--- src/rtl/int_ctrl_if.sv ---
// CPU bus port of the interrupt controller: IF/IE register reads and writes.
interface int_ctrl_if;
    logic [15:0] bus_addr;
    logic [7:0]  bus_wdata;
    logic        bus_wr;
    logic [7:0]  bus_rdata;
    logic        bus_sel;

    modport master (output bus_addr, output bus_wdata, output bus_wr,
                    input  bus_rdata, input bus_sel);
    modport slave  (input  bus_addr, input bus_wdata, input bus_wr,
                    output bus_rdata, output bus_sel);
endinterface

--- src/rtl/int_ctrl.sv ---
// Game Boy style interrupt controller: IF/IE registers, IME with delayed EI,
// and a two-state dispatch handshake towards the CPU sequencer.
module int_ctrl (
    input  logic                 clock,
    input  logic                 reset,
    input  logic [4:0]           int_req,
    int_ctrl_if.slave            bus,
    input  logic                 ei_cmd,
    input  logic                 di_cmd,
    input  logic                 reti_cmd,
    input  logic                 instr_boundary,
    input  logic                 int_ack,
    output logic                 int_pending,
    output logic [2:0]           int_vector,
    output logic                 halt_wake,
    output logic                 ime
);
    localparam logic [15:0] ADDR_IF = 16'hFF0F;
    localparam logic [15:0] ADDR_IE = 16'hFFFF;

    typedef enum logic {IDLE, DISPATCH} state_t;

    state_t      state, state_next;
    logic [4:0]  if_reg, if_next;
    logic [7:0]  ie_reg, ie_next;
    logic        ime_next;
    logic        ei_delay, ei_delay_next;
    logic [2:0]  vector_next;
    logic        wr_if, wr_ie;
    logic        ack;
    logic [4:0]  ack_mask;
    logic [4:0]  active;

    function automatic logic [2:0] lowest_set(input logic [4:0] v);
        logic [2:0] idx;
        idx = 3'd0;
        for (int i = 4; i >= 0; i--) begin
            if (v[i]) idx = 3'(i);
        end
        return idx;
    endfunction

    assign wr_if     = bus.bus_wr && (bus.bus_addr == ADDR_IF);
    assign wr_ie     = bus.bus_wr && (bus.bus_addr == ADDR_IE);
    assign active    = ie_reg[4:0] & if_reg;
    assign halt_wake = |active;
    assign ack       = (state == DISPATCH) && int_ack;
    assign ack_mask  = ack ? (5'b00001 << int_vector) : 5'b00000;

    assign bus.bus_sel   = (bus.bus_addr == ADDR_IF) || (bus.bus_addr == ADDR_IE);
    assign bus.bus_rdata = (bus.bus_addr == ADDR_IF) ? {3'b111, if_reg} :
                           (bus.bus_addr == ADDR_IE) ? ie_reg : 8'hFF;

    always_ff @(posedge clock) begin
        if (reset) begin
            state       <= IDLE;
            int_pending <= 1'b0;
        end else begin
            state       <= state_next;
            int_pending <= (state_next == DISPATCH);
        end
    end

    always_comb begin
        state_next    = state;
        vector_next   = int_vector;
        ime_next      = ime;
        ei_delay_next = ei_delay;
        // Peripheral requests are OR'd last so they survive a write or ack clear.
        if_next       = (wr_if ? bus.bus_wdata[4:0] : (if_reg & ~ack_mask)) | int_req;
        ie_next       = wr_ie ? bus.bus_wdata : ie_reg;

        case (state)
            IDLE: begin
                if (ime && instr_boundary && (active != 5'b00000)) begin
                    state_next  = DISPATCH;
                    vector_next = lowest_set(active);
                end
                if (di_cmd) begin
                    ime_next      = 1'b0;
                    ei_delay_next = 1'b0;
                end else begin
                    if (reti_cmd) ime_next = 1'b1;
                    // The boundary of the EI instruction itself must not release IME.
                    if (ei_cmd) begin
                        ei_delay_next = 1'b1;
                    end else if (ei_delay && instr_boundary) begin
                        ime_next      = 1'b1;
                        ei_delay_next = 1'b0;
                    end
                end
            end
            DISPATCH: begin
                if (int_ack) begin
                    state_next    = IDLE;
                    ime_next      = 1'b0;
                    ei_delay_next = 1'b0;
                end
            end
            default: state_next = IDLE;
        endcase
    end

    always_ff @(posedge clock) begin
        if (reset) begin
            if_reg     <= 5'd0;
            ie_reg     <= 8'd0;
            ime        <= 1'b0;
            ei_delay   <= 1'b0;
            int_vector <= 3'd0;
        end else begin
            if_reg     <= if_next;
            ie_reg     <= ie_next;
            ime        <= ime_next;
            ei_delay   <= ei_delay_next;
            int_vector <= vector_next;
        end
    end
endmodule

--- src/flat_wrapper.sv ---
// flat-port wrapper written by rule: the top's interface ports become plain ports
module int_ctrl_flat 
  (clock, reset, int_req, ei_cmd, di_cmd, reti_cmd, instr_boundary, int_ack, int_pending, int_vector, halt_wake, ime, bus_bus_addr, bus_bus_wdata, bus_bus_wr, bus_bus_rdata, bus_bus_sel);
  int_ctrl_if bus_i ();
  input  logic clock;
  input  logic reset;
  input  logic [4:0] int_req;
  input  logic ei_cmd;
  input  logic di_cmd;
  input  logic reti_cmd;
  input  logic instr_boundary;
  input  logic int_ack;
  output logic int_pending;
  output logic [2:0] int_vector;
  output logic halt_wake;
  output logic ime;
  input wire logic [$bits(bus_i.bus_addr)-1:0] bus_bus_addr;
  input wire logic [$bits(bus_i.bus_wdata)-1:0] bus_bus_wdata;
  input wire logic [$bits(bus_i.bus_wr)-1:0] bus_bus_wr;
  output wire logic [$bits(bus_i.bus_rdata)-1:0] bus_bus_rdata;
  output wire logic [$bits(bus_i.bus_sel)-1:0] bus_bus_sel;
  assign bus_i.bus_addr = bus_bus_addr;
  assign bus_i.bus_wdata = bus_bus_wdata;
  assign bus_i.bus_wr = bus_bus_wr;
  assign bus_bus_rdata = bus_i.bus_rdata;
  assign bus_bus_sel = bus_i.bus_sel;
  int_ctrl u_core (.clock(clock), .reset(reset), .int_req(int_req), .bus(bus_i), .ei_cmd(ei_cmd), .di_cmd(di_cmd), .reti_cmd(reti_cmd), .instr_boundary(instr_boundary), .int_ack(int_ack), .int_pending(int_pending), .int_vector(int_vector), .halt_wake(halt_wake), .ime(ime));
endmodule
--- config.mk ---
export PLATFORM = sky130hd
export DESIGN_NAME = int_ctrl_flat
export DESIGN_NICKNAME = d
export VERILOG_FILES = /design/src/rtl/int_ctrl_if.sv /design/src/rtl/int_ctrl.sv /design/src/flat_wrapper.sv
export SDC_FILE = /design/constraint.sdc
export NUM_CORES = 1
export LEC_CHECK = 0
export CAP_MARGIN = 25
export CORE_ASPECT_RATIO = 0.8
export CORE_UTILIZATION = 42
export DETAILED_ROUTE_END_ITERATION = 10
export PLACE_DENSITY_LB_ADDON = 0.25
export SETUP_SLACK_MARGIN = 0.2
export SYNTH_ARGS = -nofsm -noshare
export SYNTH_HDL_FRONTEND = slang
export SYNTH_SLANG_ARGS = --single-unit
--- constraint.sdc ---
create_clock -name clock -period 5.23 [get_ports clock]
set_input_delay 1.046 -clock clock [delete_from_list [all_inputs] [get_ports clock]]
set_output_delay 1.046 -clock clock [all_outputs]
set_load 0.01 [all_outputs]
==> summary.md, run 1 <==
| Metric | Value |
|---|---|
| Synth cell types | `30` |
| WHS Path Cells | `2` |
| Final worst slack | `0.827 ns` |
| Tot GR Track Use | `23.8%` |
| Routed vias/inst | `5.93` |
| Skew final | `0.00311 ns` |
| #FFs+latches synth | `19` |
| WP buf/inv | `2` |
| Die width | `56.5 um` |
| HP Class | `reg -> reg` |
| Combinational share of power | `16.2%` |
| Crit start category | `input pin` |
| Initial cell density of the core | `45.5%` |
| Max-cap violations | `0` |
| Crit-path max cell delay | `0.82 ns` |
| Total power | `0.274 mW` |
| CTS root buf | `clkbuf_4` |
| Clk pwr share | `28.2%` |
| Final Util | `70.0%` |
| Gr ovfl total | `0` |
| Initial antenna violation count | `0` |
| Port Buffers | `51` |
| Ys async rst share | `0%` |
| Pin count of the biggest net entering global routing | `20` |
| Slew @ Worst Pin | `0.886 ns` |
| Post-synthesis xor/xnor area fraction | `0%` |
| Placement Cell Area | `1510 sq um` |
| Clk sinks | `19` |
| CTS hold repair buffers | `0` |
| Gate Count Post-Synth | `122` |
| RSZ-0062 raised after global routing | `no` |
| Post-synth EDFFs | `0` |
| Pre-CTS setup slack | `0.846 ns` |
| DRC | `0` |
| CTS resizes | `0` |
| Clock latency on the worst-skew pair | `0.30 ns` |
| P_sw | `0.0662 mW` |
| Leakage | `0.500 nW` |
| RD Place Congestion | `0.872` |
| Min cycle time layout | `4.40 ns` |
| Worst VDD drop | `0.110 mV` |
| Number of flip-flops under the largest register name | `8` |
| CTS tree | `yes` |
| Final Hold Fails | `0` |
| Cell family with most CP delay | `simple AND/OR/NAND/NOR gates` |
| Router iterations before antenna repair | `4` |
| Pins Over Slew Limit | `0` |
| Area used by multi-input combinational logic | `581 sq um` |
| Pint | `0.207 mW` |
| Post-Synth Simple-Gate Area | `23.3%` |
| Yosys warns | `0` |
| Status | `completed` |
| Antenna diodes | `0` |
| Final setup violation count | `0` |
| Maximum operating frequency | `227 MHz` |
| Post-Route WL | `2920 um` |
| Die area | `2580 sq um` |
| Synth Area in Compound Gates | `34.8%` |
| Cell accounting for the most synthesized area | `dfxtp_1` |
| Final ANT Viol Nets | `0` |
| CP max FO | `17` |
| Slew headroom | `40.4%` |
| Routed via count | `1162` |
| Netlist Area Pre-Place | `998 sq um` |
| Setup TNS Final | `0 ns` |
| Row count | `15` |
| First DRT Iteration DRCs | `61` |
| Synth Area in Adders | `0%` |
| Reg power frac | `55.6%` |
| Share of cells above drive strength 1 | `9.36%` |
| Die extent in y | `45.6 um` |
| Reg2reg path depth | `4` |
| Worst path most repeated cell | `clkdlybuf4s50_1` |
| CP Capture Type | `output port` |
| Filler Cells Inserted | `180` |
| Area of the core | `2200 sq um` |
| Power Dens Cells | `178 nW/um^2` |
| Post-synthesis sequential area ratio | `38.1%` |
| CP Depth | `5` |
| Routed WL per cell | `14.9 um` |
| Final Cell Area | `1540 sq um` |
| Reg area | `380 sq um` |
| Proportion of synthesized area in mux cells | `0%` |
| Fin crit share | `84.2%` |
| Ports | `52` |
| Slowest CP cell | `or4_1` |
| Synth top area share | `38.1%` |
| Crit-path cells | `clkdlybuf4s50_1 -> nand4_1 -> or4_1 -> or2_2 -> clkdlybuf4s50_1` |
| CTS buffer count | `3` |
| Vias in the first global route | `1045` |
| Top cells by area, synth | `dfxtp_1, a21oi_1, o21ai_0, o22a_2, nand3_1` |
| Main combinational cell family by area after synthesis | `compound AO/OA/AOI/OAI gates` |
| Sw frac | `24.2%` |
| Post-synth top flop | `dfxtp_1` |
| HPWL after detailed placement | `2170 um` |
| Htree depth | `1` |
| Final nets | `209` |
| Bufs on Longest Clock Path | `2` |
| Layout overhead on the synthesized area | `54.0%` |
| Worst path required time | `4.18 ns` |
| Setup Buffers After CTS | `0` |
| Clock transition at the registers of the reported paths | `0.11 ns` |
| Global-route wire length before repair | `4710 um` |
| Crit path kind | `in -> out` |
| Syn nets | `159` |
| Crit path DAT | `3.36 ns` |
| Mean Syn Cell Area | `8.18 sq um` |
[metal layers]
metal / global-route usage, % / wire length, um / part of all wire [%] / up-vias
met1: 30.2 / 1280 / 44 / 529
li1: - / - / - / 573
met5: 0 / 0 / 0 / -
met3: 4.83 / 199 / 6.8 / 4
met2: 41.4 / 1410 / 48 / 56
met4: 7.80 / 29 / 0.99 / 0
[synthesized netlist by cell type (3+ instances only)]
library cell,number
a31oi_1,5
nand3_1,9
or2_2,3
nand2b_1,3
nand2_1,8
a21oi_1,19
o221ai_1,3
clkbuf_1,5
o22a_2,5
o21ai_0,14
nor2_1,3
dfxtp_1,19
nand4_1,4
[layout by cell type (no fill, tap or decap), drive strengths merged]
cell,instances
clkdlybuf4s50,51
a21oi,19
dfxtp,19
o21ai,14
nand3,9
nand2,8
o22a,5
a31oi,5
nand4,4
clkbuf,4
or2,3
o221ai,3
nand2b,3
nor2,3
or4,3
a22oi,2
nand3b,2
nor4,2
o31a,2
a222oi,1
inv,1
or2b,1
or3b,1
a21o,1
a32oi,1
a211o,1
and3b,1
o21a,1
buf,1
[worst min-delay path: stages (launching register included)]
cell,delay (ns)
dfxtp_1,0.33
nand2_1,0.05
a21oi_1,0.05
[path summary, 6_finish.rpt]
check,slack [ns],from,endpoint
setup / recovery,0.83,bus_bus_addr[1],bus_bus_rdata[7]
hold / removal,0.47,u_core.ei_delay$_SDFFE_PP0P_,u_core.ei_delay$_SDFFE_PP0P_
setup reg to reg,3.84,u_core.ie_reg[1]$_SDFFE_PP0P_,u_core.int_vector[0]$_SDFFE_PP0P_
hold reg to reg,0.47,u_core.ei_delay$_SDFFE_PP0P_,u_core.ei_delay$_SDFFE_PP0P_
[final cells by class]
| cell class | count | share of cell area [%] |
|---|---|---|
| inverters | 1 | 0.244 |
| flip-flops and latches | 19 | 24.7 |
| multi-input cells | 95 | 37.8 |
| repair buffers | 52 | 33.5 |
| clock buffers | 4 | 1.71 |
| well taps | 25 | 2.03 |
[power by group through the flow]
stage / Clock [mW] / Combinational [mW] / Sequential, mW
6_report: 0.0772 / 0.0444 / 0.152
5_1_grt: 0.0848 / 0.0480 / 0.153
4_1_cts: 0.0772 / 0.0444 / 0.152
3_5_place_dp: 0 / 0.0442 / 0.155
3_3_place_gp: 0 / 0.0432 / 0.155
2_1_floorplan: 0 / 0.0122 / 0.154
[cells by family (layout without fill, tap and decap cells)]
| kind of cell | Yosys count | after routing |
|---|---|---|
| AO/OA/AOI/OAI | 55 | 55 |
| buffers and inverters | 8 | 57 |
| flip-flops | 19 | 19 |
| AND/OR/NAND/NOR | 40 | 40 |
[through the flow]
step / hold WS [ns] / cells
after detailed placement: 0.459 / 192
after floorplan: 0.434 / 122
after global routing: 0.497 / 196
after CTS: 0.476 / 196
after global placement: 0.445 / 191
final: 0.471 / 196
(Power assumes the default switching activity.)
==> run 2, diff against run 1 <==
CORE_UTILIZATION = 39   (was 42)
clock period = 4.45 ns   (was 5.23 ns; I/O delays follow)
==> run 2 against run 1 <==
Effect of this change:
- via count increased by 2.0%
- cell count up 5.6%
- routed wire length shrank 2.5%
- flip-flop and latch count unchanged
- count of clock-buffer cells in the layout is the same
- global-route usage decreased by 3.2 points
- core utilization down 6.4 points
- critical path type unchanged
==> summary.md, run 2 (synthesis results as in run 1) <==
| Metric | Value |
|---|---|
| Status | `completed (unchanged)` |
| CP Depth | `5 (unchanged)` |
| Slowest CP cell | `or4_1 (unchanged)` |
| Final worst slack | `0.396 ns (was 0.827 ns)` |
| Non-filler cells, final | `207 (was 196)` |
| CP Capture Type | `output port (unchanged)` |
| Reg-to-reg endpoint | `u_core.int_vector[0]$_SDFFE_PP0P_ (unchanged)` |
| Clock latency on the worst-skew pair | `0.30 ns (about the same)` |
| Clk pwr share | `27.8% (was 28.2%)` |
| Antenna diodes | `0 (unchanged)` |
| Max-cap violations | `0 (unchanged)` |
| P_sw | `0.0753 mW (was 0.0662 mW)` |
| Reg2reg path depth | `4 (unchanged)` |
| Setup Buffers After CTS | `0 (unchanged)` |
| Placed cell count | `203 (was 192)` |
| Leakage | `0.500 nW (about the same)` |
| Router iterations before antenna repair | `4 (unchanged)` |
| Clk sinks | `19 (unchanged)` |
| Gr ovfl total | `0 (unchanged)` |
| Combinational share of power | `16.3% (was 16.2%)` |
| R2R setup slack | `3.08 ns (was 3.84 ns)` |
| Pre-CTS setup slack | `0.396 ns (was 0.846 ns)` |
| Number of flip-flops under the largest register name | `8 (unchanged)` |
| HP Class | `reg -> reg (unchanged)` |
| CTS tree | `yes (unchanged)` |
| Crit-path cells | `clkdlybuf4s50_1 -> nand4_1 -> or4_1 -> or2_2 -> clkdlybuf4s50_1 (unchanged)` |
| Htree depth | `1 (unchanged)` |
| DRC | `0 (unchanged)` |
| Power Dens Cells | `205 nW/um^2 (was 178 nW/um^2)` |
| Crit path DAT | `3.16 ns (was 3.36 ns)` |
| Initial cell density of the core | `40.9% (was 45.5%)` |
| Slew @ Worst Pin | `0.849 ns (was 0.886 ns)` |
| Skew final | `0.0114 ns (was 0.00311 ns)` |
| Crit start category | `input pin (unchanged)` |
| Fin crit share | `91.1%` |
| Die area | `2770 sq um (was 2580 sq um)` |
| Pint | `0.244 mW (was 0.207 mW)` |
| Die width | `58.6 um (was 56.5 um)` |
| WHS | `0.489 ns (was 0.471 ns)` |
| Reg-to-Reg Start | `u_core.ie_reg[1]$_SDFFE_PP0P_ (unchanged)` |
| WP buf/inv | `2 (unchanged)` |
| CTS hold repair buffers | `0 (unchanged)` |
| CTS resizes | `0 (unchanged)` |
| Port Buffers | `51 (unchanged)` |
| Tot GR Track Use | `20.6% (was 23.8%)` |
| Clock transition at the registers of the reported paths | `0.10 ns (was 0.11 ns)` |
| Die extent in y | `47.3 um (was 45.6 um)` |
| Slew headroom | `42.9% (was 40.4%)` |
| Worst path required time | `3.56 ns (was 4.18 ns)` |
| Worst path most repeated cell | `clkdlybuf4s50_1 (unchanged)` |
| Routed via count | `1185 (was 1162)` |
| Routed WL per cell | `13.7 um (was 14.9 um)` |
| CTS root buf | `clkbuf_4 (unchanged)` |
| RD Place Congestion | `0.770 (was 0.872)` |
| Crit path kind | `in -> out (unchanged)` |
| Global-route wire length before repair | `4390 um (was 4710 um)` |
| Final nets | `209 (unchanged)` |
| CP Launch Point | `bus_bus_addr[3] (was bus_bus_addr[1])` |
| Final Cell Area | `1550 sq um (was 1540 sq um)` |
| RSZ-0062 raised after global routing | `no (unchanged)` |
| Final ANT Viol Nets | `0 (unchanged)` |
| Final setup violation count | `0 (unchanged)` |
| Row count | `16 (was 15)` |
| Bufs on Longest Clock Path | `2 (unchanged)` |
| CP max FO | `17 (unchanged)` |
| Cell family with most CP delay | `simple AND/OR/NAND/NOR gates (unchanged)` |
| Critical path endpoint | `bus_bus_rdata[6] (was bus_bus_rdata[7])` |
| Final Hold Fails | `0 (unchanged)` |
| Vias in the first global route | `1052 (was 1045)` |
| Area of the core | `2440 sq um (was 2200 sq um)` |
| Maximum operating frequency | `247 MHz` |
| Placement Cell Area | `1530 sq um (was 1510 sq um)` |
| Pins Over Slew Limit | `0 (unchanged)` |
| Filler Cells Inserted | `224 (was 180)` |
| Ports | `52 (unchanged)` |
| Sw frac | `23.6% (was 24.2%)` |
| First DRT Iteration DRCs | `34 (was 61)` |
| Most common cell after layout, fill and taps aside | `clkdlybuf4s50_1 (unchanged)` |
| Worst VDD drop | `0.105 mV (was 0.110 mV)` |
| Layout overhead on the synthesized area | `55.6% (was 54.0%)` |
| Routed vias/inst | `5.72 (was 5.93)` |
| CTS buffer count | `3 (unchanged)` |
| Initial antenna violation count | `0 (unchanged)` |
| Most frequent cells in the layout | `clkdlybuf4s50_1, a21oi_1, dfxtp_1 (unchanged)` |
| HPWL after detailed placement | `2210 um (was 2170 um)` |
| Post-Route WL | `2840 um (was 2920 um)` |
| Pin count of the biggest net entering global routing | `20 (unchanged)` |
| Crit-path max cell delay | `0.81 ns (was 0.82 ns)` |
| Min cycle time layout | `4.05 ns` |
| Share of cells above drive strength 1 | `9.36% (unchanged)` |
| Reg power frac | `55.9% (was 55.6%)` |
| Setup TNS Final | `0 ns (unchanged)` |
run 2: cell counts in the layout (fill, tap and decap cells not counted):
Identical to the previous run, type by type.
run 2: worst reg2reg max path, cell delays in order, from the launching register on:
cell and delay (ns):
dfxtp_1 0.36, a222oi_1 0.47, a21o_1 0.22, a211o_1 0.10, a21oi_1 0.06
run 2: through the flow:
step | utilization [%] | power (mW)
5_1_grt | 63.6 | 0.334
6_report | 63.6 | 0.319
4_1_cts | 63.6 | 0.320
2_1_floorplan | - | 0.196
3_3_place_gp | 62.6 | 0.233
3_5_place_dp | 62.6 | 0.234
run 2: how the worst min path moves through the flow:
| stage | from | endpoint | slack, ns | depth (start not counted) |
|---|---|---|---|---|
| 2_1_floorplan | u_core.ei_delay$_SDFFE_PP0P_ | u_core.ei_delay$_SDFFE_PP0P_ | 0.43 | 2 |
| 3_3_place_gp | u_core.ei_delay$_SDFFE_PP0P_ | u_core.ei_delay$_SDFFE_PP0P_ | 0.45 | 2 |
| 3_5_place_dp | u_core.ei_delay$_SDFFE_PP0P_ | u_core.ei_delay$_SDFFE_PP0P_ | 0.47 | 2 |
| 4_1_cts | u_core.ei_delay$_SDFFE_PP0P_ | u_core.ei_delay$_SDFFE_PP0P_ | 0.49 | 2 |
| 5_1_grt | u_core.ei_delay$_SDFFE_PP0P_ | u_core.ei_delay$_SDFFE_PP0P_ | 0.51 | 2 |
| 6_report | u_core.ei_delay$_SDFFE_PP0P_ | u_core.ei_delay$_SDFFE_PP0P_ | 0.49 | 2 |
run 2: cell type report:
| type | count | area [sq um] | share of cell area [%] |
|---|---|---|---|
| Timing Repair Buffer | 52 | 518 | 33.3 |
| Clock buffer | 4 | 26.3 | 1.69 |
| Sequential cell | 19 | 380 | 24.5 |
| Multi-Input combinational cell | 95 | 581 | 37.4 |
| Tap cell | 36 | 45.0 | 2.90 |
| Inverter | 1 | 3.75 | 0.242 |
run 2: metal layers:
| layer | vias up | part of all wire [%] | global-route usage [%] |
|---|---|---|---|
| li1 | 571 | - | - |
| met1 | 560 | 42 | 24.9 |
| met2 | 52 | 50 | 39.8 |
| met3 | 2 | 6.6 | 3.58 |
| met4 | 0 | 0.60 | 3.81 |
| met5 | - | 0 | 0 |
run 2: power by group through the flow:
stage	combinational [mW]	sequential (mW)	clock, mW
finish	0.0521	0.178	0.0886
global route	0.0563	0.179	0.0981
CTS	0.0523	0.178	0.0898
detailed placement	0.0522	0.182	0
global placement	0.0507	0.182	0
floorplan	0.0144	0.181	0
